File: src/rtl/seq_tx_if.sv
// seq_tx_if -- handshake and serial-output bundle for seq_tx.
//
// Signals:
//   start    request to begin a transmission (only looked at while the block is idle)
//   pattern  PAT_W-bit pattern, sent MSB first, captured with start
//   count    number of frames minus one, captured with start
//   x        serial data bit, 0 whenever x_valid is 0
//   x_valid  high on every cycle x carries a frame bit
//   busy     high while bits are being shifted out
//   done     one-cycle pulse after the last bit of the last frame
//
// Modports:
//   master  requester side: drives start/pattern/count, observes the outputs
//   slave   seq_tx side: observes the request, drives the outputs
interface seq_tx_if #(
    parameter int unsigned PAT_W = 4
) ();
    logic             start;
    logic [PAT_W-1:0] pattern;
    logic [3:0]       count;
    logic             x;
    logic             x_valid;
    logic             busy;
    logic             done;

    modport master (
        output start, pattern, count,
        input  x, x_valid, busy, done
    );

    modport slave (
        input  start, pattern, count,
        output x, x_valid, busy, done
    );
endinterface

File: src/rtl/seq_tx.sv
// seq_tx -- repeats a PAT_W-bit pattern (count+1) times on a serial output, MSB first.
//
// Ports:
//   clock  single clock, all state changes on its rising edge
//   reset  synchronous, active-high; returns to idle and clears all outputs and counters
//   bus    seq_tx_if.slave: start/pattern/count in, x/x_valid/busy/done out
//
// Behaviour: start is accepted only in idle; the first bit appears the next cycle. Frames
// follow each other with no gaps. After the final bit there is one done cycle, then idle.
// All outputs come straight from flops.
//
// Build option:
//   SEQ_TX_PARITY_EN  when defined, each frame is followed by one even-parity bit (XOR of
//                     the pattern bits), so a frame is PAT_W+1 bits instead of PAT_W.
module seq_tx #(
    parameter int unsigned PAT_W = 4
) (
    input logic   clock,
    input logic   reset,
    seq_tx_if.slave bus
);

`ifdef SEQ_TX_PARITY_EN
    localparam int unsigned FrameLen = PAT_W + 1;
`else
    localparam int unsigned FrameLen = PAT_W;
`endif
    localparam int unsigned IdxW = $clog2(FrameLen);
    localparam logic [IdxW-1:0] LastIdx = IdxW'(FrameLen - 1);

    typedef enum logic [1:0] {
        StIdle,
        StShift,
        StDone
    } state_e;

    state_e           state_q, state_d;
    logic [PAT_W-1:0] pat_q, pat_d;
    logic [3:0]       frame_q, frame_d;   // frames still to send after the current one
    logic [IdxW-1:0]  idx_q, idx_d;       // position of the bit currently on x
    logic             x_q, x_d;
    logic             x_valid_q, x_valid_d;
    logic             busy_q, busy_d;
    logic             done_q, done_d;

    // Bit at position idx of a frame: pattern bits MSB first, then parity if enabled.
    function automatic logic frame_bit(input logic [PAT_W-1:0] pat, input logic [IdxW-1:0] idx);
        logic [PAT_W-1:0] sh;
`ifdef SEQ_TX_PARITY_EN
        if (idx == IdxW'(PAT_W)) begin
            return ^pat;
        end
`endif
        sh = pat << idx;
        return sh[PAT_W-1];
    endfunction

    always_comb begin
        state_d   = state_q;
        pat_d     = pat_q;
        frame_d   = frame_q;
        idx_d     = idx_q;
        x_d       = 1'b0;
        x_valid_d = 1'b0;
        busy_d    = 1'b0;
        done_d    = 1'b0;

        unique case (state_q)
            StIdle: begin
                if (bus.start) begin
                    state_d   = StShift;
                    pat_d     = bus.pattern;
                    frame_d   = bus.count;
                    idx_d     = '0;
                    // Output flops load the first bit now so it is visible next cycle.
                    x_d       = frame_bit(bus.pattern, '0);
                    x_valid_d = 1'b1;
                    busy_d    = 1'b1;
                end
            end
            StShift: begin
                if (idx_q == LastIdx) begin
                    idx_d = '0;
                    if (frame_q == 4'd0) begin
                        state_d = StDone;
                        done_d  = 1'b1;
                    end else begin
                        frame_d   = frame_q - 4'd1;
                        x_d       = frame_bit(pat_q, '0);
                        x_valid_d = 1'b1;
                        busy_d    = 1'b1;
                    end
                end else begin
                    idx_d     = idx_q + IdxW'(1);
                    x_d       = frame_bit(pat_q, idx_q + IdxW'(1));
                    x_valid_d = 1'b1;
                    busy_d    = 1'b1;
                end
            end
            StDone: begin
                state_d = StIdle;
            end
            default: begin
                state_d = StIdle;
            end
        endcase
    end

    always_ff @(posedge clock) begin
        if (reset) begin
            state_q   <= StIdle;
            pat_q     <= '0;
            frame_q   <= '0;
            idx_q     <= '0;
            x_q       <= 1'b0;
            x_valid_q <= 1'b0;
            busy_q    <= 1'b0;
            done_q    <= 1'b0;
        end else begin
            state_q   <= state_d;
            pat_q     <= pat_d;
            frame_q   <= frame_d;
            idx_q     <= idx_d;
            x_q       <= x_d;
            x_valid_q <= x_valid_d;
            busy_q    <= busy_d;
            done_q    <= done_d;
        end
    end

    assign bus.x       = x_q;
    assign bus.x_valid = x_valid_q;
    assign bus.busy    = busy_q;
    assign bus.done    = done_q;

endmodule

File: src/flat_wrapper.sv
// flat-port wrapper written by rule: the top's interface ports become plain ports
module seq_tx_flat 
#(
    parameter int unsigned PAT_W = 4
)
  (clock, reset, bus_start, bus_pattern, bus_count, bus_x, bus_x_valid, bus_busy, bus_done);
  seq_tx_if #(.PAT_W(PAT_W)) bus_i ();
  input logic clock;
  input logic reset;
  input wire logic [$bits(bus_i.start)-1:0] bus_start;
  input wire logic [$bits(bus_i.pattern)-1:0] bus_pattern;
  input wire logic [$bits(bus_i.count)-1:0] bus_count;
  output wire logic [$bits(bus_i.x)-1:0] bus_x;
  output wire logic [$bits(bus_i.x_valid)-1:0] bus_x_valid;
  output wire logic [$bits(bus_i.busy)-1:0] bus_busy;
  output wire logic [$bits(bus_i.done)-1:0] bus_done;
  assign bus_i.start = bus_start;
  assign bus_i.pattern = bus_pattern;
  assign bus_i.count = bus_count;
  assign bus_x = bus_i.x;
  assign bus_x_valid = bus_i.x_valid;
  assign bus_busy = bus_i.busy;
  assign bus_done = bus_i.done;
  seq_tx #(.PAT_W(PAT_W)) u_core (.clock(clock), .reset(reset), .bus(bus_i));
endmodule
File: config.mk
export PLATFORM = sky130hd
export DESIGN_NAME = seq_tx_flat
export DESIGN_NICKNAME = d
export VERILOG_FILES = /design/src/rtl/seq_tx_if.sv /design/src/rtl/seq_tx.sv /design/src/flat_wrapper.sv
export SDC_FILE = /design/constraint.sdc
export NUM_CORES = 1
export LEC_CHECK = 0
export ABC_AREA = 1
export CAP_MARGIN = 20
export CORE_MARGIN = 5
export CORE_UTILIZATION = 45
export DETAILED_ROUTE_END_ITERATION = 8
export GPL_TIMING_DRIVEN = 0
export PLACE_DENSITY = 0.71
export REMOVE_ABC_BUFFERS = 1
export SETUP_SLACK_MARGIN = 0.05
export SKIP_LAST_GASP = 1
export SLEW_MARGIN = 15
export SYNTH_ARGS = -nofsm -noshare
export SYNTH_HDL_FRONTEND = slang
export SYNTH_SLANG_ARGS = --single-unit
File: constraint.sdc
create_clock -name clock -period 1.3 [get_ports clock]
set_input_delay 0.13 -clock clock [delete_from_list [all_inputs] [get_ports clock]]
set_output_delay 0.13 -clock clock [all_outputs]
set_load 0.05 [all_outputs]
# Word level (Yosys, flattened, before mapping)
# Cells that the tools add are included.
# word_totals
ff_bits	15
out_inout_bits	4
wordCells	46
# op_classes
addsub	2
eq_ne	6
n_shift	1
n_mux	20
n_bitwise	2
n_reduce_logical	8
# op_table
op	count
2-to-1 mux 4 bit	3
2-to-1 mux 2 bit	5
one-hot mux 2 bit (2 select lines)	2
one-hot mux 4 bit (2 select lines)	1
2-to-1 mux 1 bit	7
zero test 4 bit	1
inequality test 2 x 1 -> 1 bit, second input constant	2
inequality test 2 bit, second input constant	2
one-hot mux 1 bit (2 select lines)	2
AND reduction 2 bit	2
AND reduction 4 bit	1
left shift 4 x 2 -> 4 bit	1
subtractor 4 x 1 -> 4 bit, second input constant	1
AND reduction 3 bit	1
OR reduction 3 bit	1
adder 2 x 1 -> 2 bit, second input constant	1
== test 2 x 1 -> 1 bit, second input constant	1
== test 2 bit, second input constant	1
zero test 2 bit	1
NOT 1 bit	2
nonzero test 2 bit	1

# Depth between registers and ports, before layout
# depth
ltp_word	4
mapped_depth	8
mapped_depth_nobuf	8

# Least setup slack after synthesis
# Ideal clock, no wire load.
# synth_path
path_type	reg2reg
start	register u_core.idx_q[0]
end	register u_core.frame_q[2]
t_arrival_ns	1.074
setup_slack_ns	0.110
stages_incl_launch_ff	9
path_buffers	0
path_cell_list	dfxtp_1 > ha_1 > inv_1 > nor2_2 > nand2_1 > nand2_1 > inv_2 > nor2_1 > nor2_1
# synth_between
elab_chain_cells	3
# synth_rtl
item	line	text
from (decl)	seq_tx.sv:40	logic [IdxW-1:0] idx_q, idx_d;
from (signal assigned)	seq_tx.sv:123	idx_q <= idx_d;
== test 2 bit	seq_tx.sv:82	if (idx_q == LastIdx) begin
inequality test 2 x 1 -> 1 bit (no line)	-	
AND reduction 4 bit (no line)	-	
to (signal assigned)	seq_tx.sv:122	frame_q <= frame_d;
to (decl)	seq_tx.sv:39	logic [3:0] frame_q, frame_d;
# Every way passes these cells.
# A chain may end at the register's enable or synchronous reset.

# Final worst setup path
# layout_path
start	register u_core.frame_q[1]
end	register u_core.frame_q[2]
# layout_between
elab_chain_cells	4
word_cells_on_any_way	7
classes_between	1 x add/sub; 1 x eq/ne; 3 x mux; 2 x reduce/logical
# layout_rtl
item	line	text
subtractor 4 x 1 -> 4 bit	seq_tx.sv:88	frame_d = frame_q - 4'd1;
2-to-1 mux 4 bit	seq_tx.sv:84	if (frame_q == 4'd0) begin
2-to-1 mux 4 bit	seq_tx.sv:82	
one-hot mux 4 bit (2 select lines)	seq_tx.sv:68	unique case (state_q)
# Parallel ways exist; a longest one is shown, timed or not. The select of a mux whose other input is x is not followed.

==> impl_results.rst <==
.. list-table::
   :header-rows: 1

   * - Metric
     - Value
   * - Post-synthesis sequential element count
     - 15
   * - Fmax
     - 841.9 MHz
   * - Placer's final routability congestion estimate
     - 0.8090
   * - Area occupied by multi-input gates
     - 366.6 um^2
   * - Io pins
     - 15
   * - Iteration-0 DRC count of the detailed router
     - 11
   * - Clock transition at the registers of the reported paths
     - 90 ps
   * - Clock tree from TritonCTS
     - done
   * - YS warnings
     - 0
   * - Hold Fails Final Rpt
     - 0
   * - Sequential share of the synthesized area
     - 40.75%
   * - Initial Utilization
     - 48.36%
   * - Kind of end point of the critical path
     - flop
   * - Mean Syn Cell Area
     - 6.887 um^2
   * - Remaining antenna violation count
     - 0
   * - Wire length of the first global-routing pass
     - 2442 um
   * - Synthesis-to-finish area growth
     - 26.83%
   * - I/O Buffers
     - 14
   * - Net count reported at finish
     - 137
   * - Fill cell total of the finished layout
     - 142
   * - DRC violation count after routing
     - 0
   * - Hold-fix buffers at CTS
     - 0
   * - Crit path setup slack, layout
     - 112.2 ps
   * - Worst reg2reg path startpoint
     - u_core.frame_q[1]
   * - Distinct cells, synth
     - 16
   * - Required time of the worst setup path
     - 1480 ps
   * - Final Cell Area
     - 934.6 um^2
   * - Core occupancy in the finished layout
     - 61.33%
   * - Clock sink count
     - 15
   * - Startpoint of the worst setup timing path
     - u_core.frame_q[1]
   * - Post-synthesis cell count
     - 107
   * - Max-capacitance violation count
     - 0
   * - Fraction of final layout cells with drive strength greater than 1
     - 21.95%
   * - DPL Wire Length
     - 1039 um
   * - Final-report max-slew violation count
     - 0
   * - Area of the placeable core
     - 1524 um^2
   * - Final clock period utilization by the worst path
     - 91.37%
   * - Non-filler instance count after layout
     - 139
   * - Number of cells after detailed placement
     - 133
   * - Clock tree buffer depth
     - 2
   * - Buffer type at the clock tree root
     - sky130_fd_sc_hd__clkbuf_4
   * - Normalized max-slew margin
     - 77.98%
   * - Startpoint of the worst hold path
     - bus_pattern[3]
   * - Die Span Y
     - 50.47 um
   * - Total net switching power
     - 318.4 uW
   * - Worst-path maximum fanout
     - 4
   * - Clock skew after layout
     - 3.573 ps
   * - Post-detailed-route via-to-cell ratio
     - 4.892
   * - Internal portion of total power
     - 711.1 uW
   * - Wirelength per Cell
     - 10.69 um
   * - Sequential power share
     - 50.4%
   * - Worst hold path type
     - in2reg
   * - Endpoint arrival time on the critical path
     - 1370 ps
   * - Startpoint type of the worst setup path
     - flop
   * - Cell area after synthesis
     - 737.0 um^2
   * - Horizontal die dimension
     - 50.47 um
   * - Global-route total usage across every layer
     - 12.01%
   * - Deepest level of the CTS H-tree
     - 1
   * - Final-report setup violation count
     - 0
   * - Pin count of the biggest net entering global routing
     - 13
   * - Total vias in the final route
     - 680
   * - Number of antenna violations at the first check in global routing
     - 0
   * - Worst-margin pin slew
     - 329.3 ps
   * - Clk_lat worst skew
     - 280 ps
   * - Pre-CTS setup slack
     - -80.42 ps
   * - Placed inst area
     - 857.1 um^2
   * - Power per standard cell area
     - 1101 nW/um^2
   * - Type of the worst setup path
     - reg2reg
   * - Run status
     - complete, no violations
   * - Via count of the first global-routing pass
     - 615
   * - Num CTS Buffers
     - 3
   * - Area taken by flip-flops and latches
     - 307.8 um^2
   * - Clk pwr share
     - 25.6%
   * - Pre-antenna DRT Iters
     - 4
   * - Static leakage
     - 0.4181 nW
   * - Setup repair after global routing missed its margin
     - no
   * - Post-route minimum period
     - 1188 ps
   * - Relative contribution of combinational cells to total power
     - 24.0%
   * - Maximum ir drop on the vdd rail
     - 0.5650 mV
   * - # diodes
     - 0
   * - Fraction of power spent switching nets
     - 30.93%
   * - Area of the die
     - 2547 um^2
   * - Number of placement rows
     - 14
   * - Remaining Overflow, GRT
     - 0
   * - Final wirelength
     - 1486 um
power by group through the flow:
stage	clock network, mW	registers [mW]	logic [mW]
after floorplan	0	0.545	0.124
after CTS	0.279	0.512	0.222
after global routing	0.304	0.523	0.276
after global placement	0	0.521	0.220
after detailed placement	0	0.522	0.223
final	0.264	0.519	0.247
flip-flops by register name, indices dropped and copies added, names as in the netlist:
signal,cells
u_core.idx_q,2
u_core.bus.done,1
u_core.pat_q,4
u_core.bus.x,1
u_core.frame_q,4
u_core.state_q,2
u_core.bus.x_valid,1
routing by layer:
metal	vias up	GRT usage (%)	wire (um)
li1	369	-	-
met1	293	16.07	737
met2	14	16.74	656
met3	4	4.438	73
met4	0	5.957	19
met5	-	0	0
stage by stage:
step	hold slack [ps]	power (mW)	TNS, ps
global placement	442.0	0.7411	-156.4
global route	458.0	1.103	0
detailed placement	448.0	0.7454	-220.9
finish	448.6	1.030	0
floorplan	199.1	0.6693	0
CTS	437.1	1.013	0
timing repair:
| action | CTS | global route |
|---|---|---|
| cloned | 0 | 0 |
| pin swaps | 0 | 4 |
| setup endpoints to repair | 7 | 11 |
| buffers inserted | 0 | 2 |
| gates resized for setup | 13 | 19 |
path summary, 6_finish.rpt:
kind | slack [ps] | endpoint | cells after the start
min reg2reg | 460 | u_core.pat_q[1] | 2
min | 450 | u_core.pat_q[3] | 3
max | 110 | u_core.frame_q[2] | 8
max reg2reg | 110 | u_core.frame_q[2] | 8
cell families after synthesis:
group | after synthesis | synth area share, %
AO/OA/AOI/OAI | 20 | 14.09
flip-flops | 15 | 40.75
adder cells (fa/ha/maj) | 2 | 3.395
buffers and inverters | 23 | 15.11
AND/OR/NAND/NOR | 47 | 26.66
layout by cell type (no fill, tap or decap):
| cell type | synthesis | layout |
|---|---|---|
| sky130_fd_sc_hd__a21oi_1 | 9 | 9 |
| sky130_fd_sc_hd__buf_4 | 2 | 2 |
| sky130_fd_sc_hd__clkbuf_2 | 0 | 3 |
| sky130_fd_sc_hd__clkbuf_4 | 0 | 3 |
| sky130_fd_sc_hd__clkdlybuf4s15_2 | 0 | 1 |
| sky130_fd_sc_hd__clkdlybuf4s50_1 | 0 | 10 |
| sky130_fd_sc_hd__clkinv_2 | 0 | 1 |
| sky130_fd_sc_hd__dfxtp_1 | 15 | 11 |
| sky130_fd_sc_hd__dfxtp_2 | 0 | 3 |
| sky130_fd_sc_hd__dfxtp_4 | 0 | 1 |
| sky130_fd_sc_hd__ha_2 | 0 | 1 |
| sky130_fd_sc_hd__ha_4 | 0 | 1 |
| sky130_fd_sc_hd__inv_1 | 17 | 16 |
| sky130_fd_sc_hd__inv_2 | 2 | 3 |
| sky130_fd_sc_hd__nand2_1 | 24 | 22 |
| sky130_fd_sc_hd__nand2_2 | 1 | 1 |
| sky130_fd_sc_hd__nand2_4 | 0 | 2 |
| sky130_fd_sc_hd__nand3_1 | 8 | 7 |
| sky130_fd_sc_hd__nand3_2 | 0 | 1 |
| sky130_fd_sc_hd__nor2_1 | 10 | 9 |
| sky130_fd_sc_hd__nor2_2 | 2 | 3 |
| sky130_fd_sc_hd__nor3_1 | 2 | 2 |
| sky130_fd_sc_hd__o21ai_0 | 10 | 6 |
| sky130_fd_sc_hd__o21ai_1 | 0 | 3 |
| sky130_fd_sc_hd__o21ai_2 | 0 | 1 |
| sky130_fd_sc_hd__o32ai_1 | 1 | 1 |
cells in the mapped netlist:
library cell / n / area share, %
sky130_fd_sc_hd__buf_4: 2 / 2.0
sky130_fd_sc_hd__o32ai_1: 1 / 1.2
sky130_fd_sc_hd__ha_1: 2 / 3.4
sky130_fd_sc_hd__buf_6: 1 / 1.5
sky130_fd_sc_hd__nand2_1: 24 / 12
sky130_fd_sc_hd__inv_2: 2 / 1.0
sky130_fd_sc_hd__nand3_1: 8 / 5.4
sky130_fd_sc_hd__clkbuf_8: 1 / 1.9
sky130_fd_sc_hd__dfxtp_1: 15 / 41
sky130_fd_sc_hd__a21oi_1: 9 / 6.1
sky130_fd_sc_hd__o21ai_0: 10 / 6.8
sky130_fd_sc_hd__nor2_2: 2 / 1.7
sky130_fd_sc_hd__nor2_1: 10 / 5.1
sky130_fd_sc_hd__inv_1: 17 / 8.7
sky130_fd_sc_hd__nor3_1: 2 / 1.4
sky130_fd_sc_hd__nand2_2: 1 / 0.85
worst max-delay path, stage by stage (launching register included):
cell                      delay [ps]
sky130_fd_sc_hd__dfxtp_2         360
sky130_fd_sc_hd__inv_1            50
sky130_fd_sc_hd__ha_2            180
sky130_fd_sc_hd__nand3_1         110
sky130_fd_sc_hd__nand2_2         100
sky130_fd_sc_hd__nand2_4          90
sky130_fd_sc_hd__inv_2            50
sky130_fd_sc_hd__nor2_1           90
sky130_fd_sc_hd__nor2_1           50
area by class of cell:
cell class	instances	share of cell area, %
sequential	15	32.93
inverter	19	7.631
clock buffer	3	2.410
tap	16	2.142
multi-input combinational	69	39.22
clock inverter	1	0.5355
timing repair buffer	16	15.13
No activity file was read; power rests on OpenSTA's default activity.
